==> src/rtl/muldiv_pkg.sv <==
// Shared encodings for the HI/LO multiply/divide unit: op codes, FSM states, iteration count.
package muldiv_pkg;

    localparam logic [1:0] OP_MULT  = 2'b00;
    localparam logic [1:0] OP_MULTU = 2'b01;
    localparam logic [1:0] OP_DIV   = 2'b10;
    localparam logic [1:0] OP_DIVU  = 2'b11;

    localparam logic [1:0] ST_IDLE = 2'b00;
    localparam logic [1:0] ST_RUN  = 2'b01;
    localparam logic [1:0] ST_FIN  = 2'b10;

    localparam int ITER_CNT = 32;

    // Bit 0 of the op code clear means a signed operation.
    function automatic logic [31:0] magnitude(input logic [31:0] v, input logic [1:0] op);
        return (!op[0] && v[31]) ? -v : v;
    endfunction

endpackage

==> src/rtl/muldiv_step.sv <==
// One combinational iteration: shift-add multiply or restoring shift-subtract divide.
// Accumulator layout: [64:32] partial product / remainder, [31:0] multiplier / quotient.
import muldiv_pkg::*;

module muldiv_step (
    input  logic        is_div,
    input  logic [64:0] acc_in,
    input  logic [31:0] operand,
    output logic [64:0] acc_out
);
    logic [32:0] sum;
    logic [33:0] diff;

    always_comb begin
        sum  = acc_in[64:32] + {1'b0, operand};
        diff = {1'b0, acc_in[63:31]} - {2'b00, operand};
        if (is_div) begin
            acc_out = diff[33] ? {acc_in[63:0], 1'b0} : {diff[32:0], acc_in[30:0], 1'b1};
        end else begin
            acc_out = acc_in[0] ? {1'b0, sum, acc_in[31:1]} : {1'b0, acc_in[64:32], acc_in[31:1]};
        end
    end

endmodule

==> src/rtl/hilo_muldiv_unit.sv <==
// Iterative MULT/MULTU/DIV/DIVU with architectural HI/LO: start -> done 33 cycles later.
// MULDIV_FAST_MUL_EN: single-cycle multiply (done 1 cycle after start); divide unchanged.
import muldiv_pkg::*;

module hilo_muldiv_unit (
    input  logic        clk,
    input  logic        rst,
    input  logic        start,
    input  logic [1:0]  op,
    input  logic [31:0] a,
    input  logic [31:0] b,
    input  logic        cancel,
    input  logic        mthi,
    input  logic        mtlo,
    input  logic [31:0] wdata,
    output logic        busy,
    output logic        stall_req,
    output logic        done,
    output logic [63:0] prod,
    output logic [31:0] hi,
    output logic [31:0] lo
);
    logic [1:0]  state;
    logic [5:0]  cnt;
    logic        is_div;
    logic        neg_res;
    logic        neg_rem;
    logic [31:0] a_q;
    logic [31:0] b_mag;
    logic [64:0] acc;
    logic [64:0] acc_nxt;
    logic [31:0] a_mag;
    logic [31:0] b_mag_in;
    logic [63:0] result;

    assign a_mag    = magnitude(a, op);
    assign b_mag_in = magnitude(b, op);

    muldiv_step u_step (
        .is_div  (is_div),
        .acc_in  (acc),
        .operand (b_mag),
        .acc_out (acc_nxt)
    );

    // Divide by zero bypasses sign fix-up: quotient all-ones, remainder is the raw dividend.
    always_comb begin
        result = 64'd0;
        if (is_div) begin
            if (b_mag == 32'd0) begin
                result = {a_q, 32'hFFFF_FFFF};
            end else begin
                result[31:0]  = neg_res ? -acc[31:0]  : acc[31:0];
                result[63:32] = neg_rem ? -acc[63:32] : acc[63:32];
            end
        end else begin
            result = neg_res ? -acc[63:0] : acc[63:0];
        end
    end

    assign busy      = (state != ST_IDLE);
    assign stall_req = busy | (start & ~cancel);
    assign done      = (state == ST_FIN) & ~cancel;
    assign prod      = done ? result : 64'd0;

    always_ff @(posedge clk) begin
        if (rst) begin
            state   <= ST_IDLE;
            cnt     <= 6'd0;
            is_div  <= 1'b0;
            neg_res <= 1'b0;
            neg_rem <= 1'b0;
            a_q     <= 32'd0;
            b_mag   <= 32'd0;
            acc     <= 65'd0;
            hi      <= 32'd0;
            lo      <= 32'd0;
        end else if (cancel) begin
            state <= ST_IDLE;
            cnt   <= 6'd0;
        end else begin
            case (state)
                ST_IDLE: begin
                    if (mthi) hi <= wdata;
                    if (mtlo) lo <= wdata;
                    if (start) begin
                        is_div  <= op[1];
                        neg_res <= !op[0] && (a[31] ^ b[31]);
                        neg_rem <= !op[0] && a[31];
                        a_q     <= a;
                        b_mag   <= b_mag_in;
                        cnt     <= 6'd0;
                        acc     <= {33'd0, a_mag};
                        state   <= ST_RUN;
`ifdef MULDIV_FAST_MUL_EN
                        if (!op[1]) begin
                            acc   <= {1'b0, 64'(a_mag) * 64'(b_mag_in)};
                            state <= ST_FIN;
                        end
`endif
                    end
                end
                ST_RUN: begin
                    acc <= acc_nxt;
                    cnt <= cnt + 6'd1;
                    if (cnt == 6'(ITER_CNT - 1)) state <= ST_FIN;
                end
                ST_FIN: begin
                    hi    <= result[63:32];
                    lo    <= result[31:0];
                    state <= ST_IDLE;
                end
                default: state <= ST_IDLE;
            endcase
        end
    end

endmodule

==> config.mk <==
export PLATFORM = sky130hd
export DESIGN_NAME = hilo_muldiv_unit
export DESIGN_NICKNAME = d
export VERILOG_FILES = /design/src/rtl/muldiv_pkg.sv /design/src/rtl/muldiv_step.sv /design/src/rtl/hilo_muldiv_unit.sv
export SDC_FILE = /design/constraint.sdc
export NUM_CORES = 1
export LEC_CHECK = 0
export BUFFER_PORTS_ARGS = -buffer_cell sky130_fd_sc_hd__buf_2
export CAP_MARGIN = 20
export CORE_MARGIN = 8
export CORE_UTILIZATION = 60
export DETAILED_ROUTE_END_ITERATION = 10
export PLACE_DENSITY = 0.88
export SYNTH_ARGS = -nofsm -noshare
export SYNTH_HDL_FRONTEND = slang
export SYNTH_SLANG_ARGS = --single-unit
==> constraint.sdc <==
create_clock -name clk -period 4.2 [get_ports clk]
set_input_delay 0.42 -clock clk [delete_from_list [all_inputs] [get_ports clk]]
set_output_delay 0.42 -clock clk [all_outputs]
set_load 0.02 [all_outputs]
==> flow_summary_export.csv <==
group,metric,value,unit
outcome,outcome,"complete, but fails checks",
outcome,violations,"negative setup slack",
global_route,grt_pass1_wl,101000,µm
sta,fmaxAchievable,237,MHz
route,drtIter0Drc,2795,
yosys,ys_seq_area_frac,0.239,
route,via_per_inst,6.73,
clock_network,cts_htree_levels,1,
yosys,synth_edf_count,0,
cells_and_area,final_cells,2933,
setup_path,endpoint_kind,"output pin",
setup_path,reg2regPathDepth,14,
sta,fin_crit_sh,1.00,
clock_network,cts_hold_buffers,0,
power,leakage,0.00831,µW
yosys,synth.distinct_cells,77,
setup_path,slowest_delay,0.56,ns
worst_hold_path,hold_end,"a_q[9]$_SDFFE_PP0P_",
yosys,ys_ff_latch,204,
sta,max_slew_margin,0.281,
route,ant_nets,0,
setup_path,reg2reg_from,"acc[31]$_SDFFE_PP0P_",
placed_design,dp_cells,2880,
clock_network,cts.path.max_buffers,3,
sta,drv_slew,0,
floorplan,core,27900,µm²
setup_path,path_common_cell,"or4_4",
yosys,async_reset_ff_frac,0,
yosys,syn-num-nets,2583,
global_route,grt_usage,0.368,
cells_and_area,mostFrequentLayoutCell,"nand2_1",
cells_and_area,final_cell_mix,"nand2_1 (308), a21oi_1 (264), nor2_1 (244)",
floorplan,rows,61,
yosys,yosysTopAreaCell,"dfxtp_1",
floorplan,fp.dieW,185,µm
placed_design,gp_congestion,1.01,
worst_hold_path,worstHoldPathCells,3,
yosys,synth_area_leaders,"dfxtp_1 (24%), a21oi_1 (7.9%), nand2_1 (6.8%)",
setup_path,cp.required,3.78,ns
cells_and_area,diodes,0,
worst_hold_path,hold_class,"in2reg",
global_route,grt_overflow_total,0,
setup_path,crit_chain,"or4_4, or4_4, or4_4, or4_4, o21a_1, nor2_2, xnor2_1, mux2i_1, nor2_1, buf_4",
placed_design,hpwlAfterDp,49200,µm
power,power,5900,µW
yosys,syn_area,17100,µm²
setup_path,crit_fanout,5,
route,drt_wl_total,66700,µm
clock_network,cts_tree,"built",
global_route,grt_pass1_vias,18500,
sta,hold_viol_final,0,
cells_and_area,fin_nets,2713,
clock_network,clk_latency,0.55,ns
route,wl_per_cell,22.7,µm
floorplan,io_pins,235,
floorplan,die_h,185,µm
clock_network,cts-buffers-inserted,24,
yosys,yosysTopAreaCellShare,0.239,
yosys,synth-main-ff-cell,"dfxtp_1",
sta,setup_viol,2,
cells_and_area,num-fill-cells,2277,
power,ir_drop,0.291,mV
setup_path,crit_type,"reg2out",
setup_path,rrSetupSlack,0.46,ns
cells_and_area,areaGrowthSynthToFinish,15.0,%
setup_path,cp.arrival,3.80,ns
sta,tightest_slew,1.08,ns
sta,rsz0062_at_grt,"yes",
route,dr_total_vias,19700,
sta,period_minus_slack,4.22,ns
clock_network,root_buffer,"clkbuf_16",
setup_path,cp-start-kind,"register",
floorplan,die_area,34100,µm²
placed_design,port_buffers,234,
route,drt-pass1-iter-count,6,
yosys,ys_warn_count,0,
global_route,grt_max_degree,81,
floorplan,initial_core_util,0.612,
power,powerDensity,300,nW/µm²
yosys,syn_area_per_cell,7.10,µm²
yosys,synthCells,2408,
sta,fin_worst_skew,0.0207,ns
sta,finalWorstSetupSlack,-0.0171,ns
clock_network,cts.sinks,204,
clock_network,clk_pin_slew,0.06,ns
route,drc_errors,0,
cells_and_area,final_layout_size_suffix_gt1_frac,0.167,
setup_path,regToRegEndpoint,"acc[64]$_SDFFE_PP0P_",
placed_design,dp_worst_setup_slack,0.287,ns
setup_path,slowest_stage,"or4_4",
worst_hold_path,holdCritStartpoint,"a[9]",
run,drv_cap,0,
global_route,grt_antenna_before_repair,2,
## registers in the layout (all words and copies together) (netlist names)
name / flops
b_mag: 32
state: 2
acc: 65
a_q: 32
hi: 32
lo: 32
cnt: 6
is_div: 1
neg_res: 1
neg_rem: 1
## cells by family after synthesis
logic type / count (synthesis) / synth area share
mux: 58 / 0.0345
simple gates: 816 / 0.218
xor+xnor: 187 / 0.0958
flops: 204 / 0.239
buf+inv: 262 / 0.0582
fa+ha+maj: 71 / 0.0529
compound gates: 810 / 0.302
## cell usage after synthesis (all sizes together), types with 6 or more instances
master	number
mux2	7
nor3	37
o21a	15
a22oi	9
a32o	7
a22o	6
a31o	6
o211ai	67
nor2b	21
xnor2	90
a21boi	6
nor4	29
a21oi	269
o41ai	19
buf	11
nand2	310
inv	62
nand3	40
or4	22
nand2b	22
and3	17
a311oi	20
mux2i	51
or2	11
or3	21
o21bai	6
a211o	15
a21o	33
a31oi	22
clkbuf	187
dfxtp	204
o31ai	36
o211a	7
o21ai	160
a211oi	68
nand4	14
ha	69
xor2	97
nor2	249
## what timing repair did
item / CTS / global route
resized for setup: 23 / 35
cloned: 0 / 0
endpoints found under the setup margin: 16 / 26
buffers inserted: 6 / 3
pin swaps: 4 / 6
## critical path: cells and delay by family (launching register included)
kind / cells / cell delay (ns)
AOI/OAI and AO/OA: 1 / 0.20
xor gates and xnor gates: 1 / 0.07
muxes: 1 / 0.23
and+or+nand+nor: 6 / 2.22
DFF: 1 / 0.34
buffers and inverters: 1 / 0.20
## stage by stage
| stage | utilization | area [µm²] | hold WS (ns) | setup TNS, ns |
|---|---|---|---|---|
| 6_report | 0.703 | 19700 | 0.149 | -0.0205 |
| 5_1_grt | 0.703 | 19700 | 0.156 | -0.360 |
| 4_1_cts | 0.697 | 19500 | 0.148 | 0 |
| 3_5_place_dp | 0.661 | 18500 | 0.448 | 0 |
| 3_3_place_gp | 0.661 | 18500 | 0.437 | 0 |
| 2_1_floorplan | - | 17100 | 0.433 | 0 |
## routing by layer
metal,part of all wire,GRT usage
met5,0.0022,0.0266
met4,0.046,0.154
met3,0.14,0.113
met2,0.42,0.560
met1,0.39,0.476
## power breakdown
part           total (µW)  internal (µW)  switching, µW
combinational        1410            514            900
clock                2330           1420            907
sequential           2160           2030            129
## worst max path at each step
| stage | from | end | slack (ns) |
|---|---|---|---|
| 3_3_place_gp | acc[12]$_SDFFE_PP0P_ | prod[30] | 0.31 |
| 2_1_floorplan | acc[12]$_SDFFE_PP0P_ | prod[30] | 0.47 |
| 5_1_grt | acc[12]$_SDFFE_PP0P_ | prod[54] | -0.11 |
| 4_1_cts | acc[12]$_SDFFE_PP0P_ | prod[30] | 0.004 |
| 3_5_place_dp | acc[12]$_SDFFE_PP0P_ | prod[30] | 0.29 |
| 6_report | acc[12]$_SDFFE_PP0P_ | prod[54] | -0.02 |
## cell type report
type,instances,area [µm²],share of cell area
Clock buffer,32,701,0.0357
Inverter,64,240,0.0122
Timing Repair Buffer,302,1710,0.0872
Tap cell,378,473,0.0241
Clock inverter,11,179,0.00910
Multi-Input combinational cell,1942,12200,0.623
Sequential cell,204,4100,0.209
(Power assumes the default switching activity.)
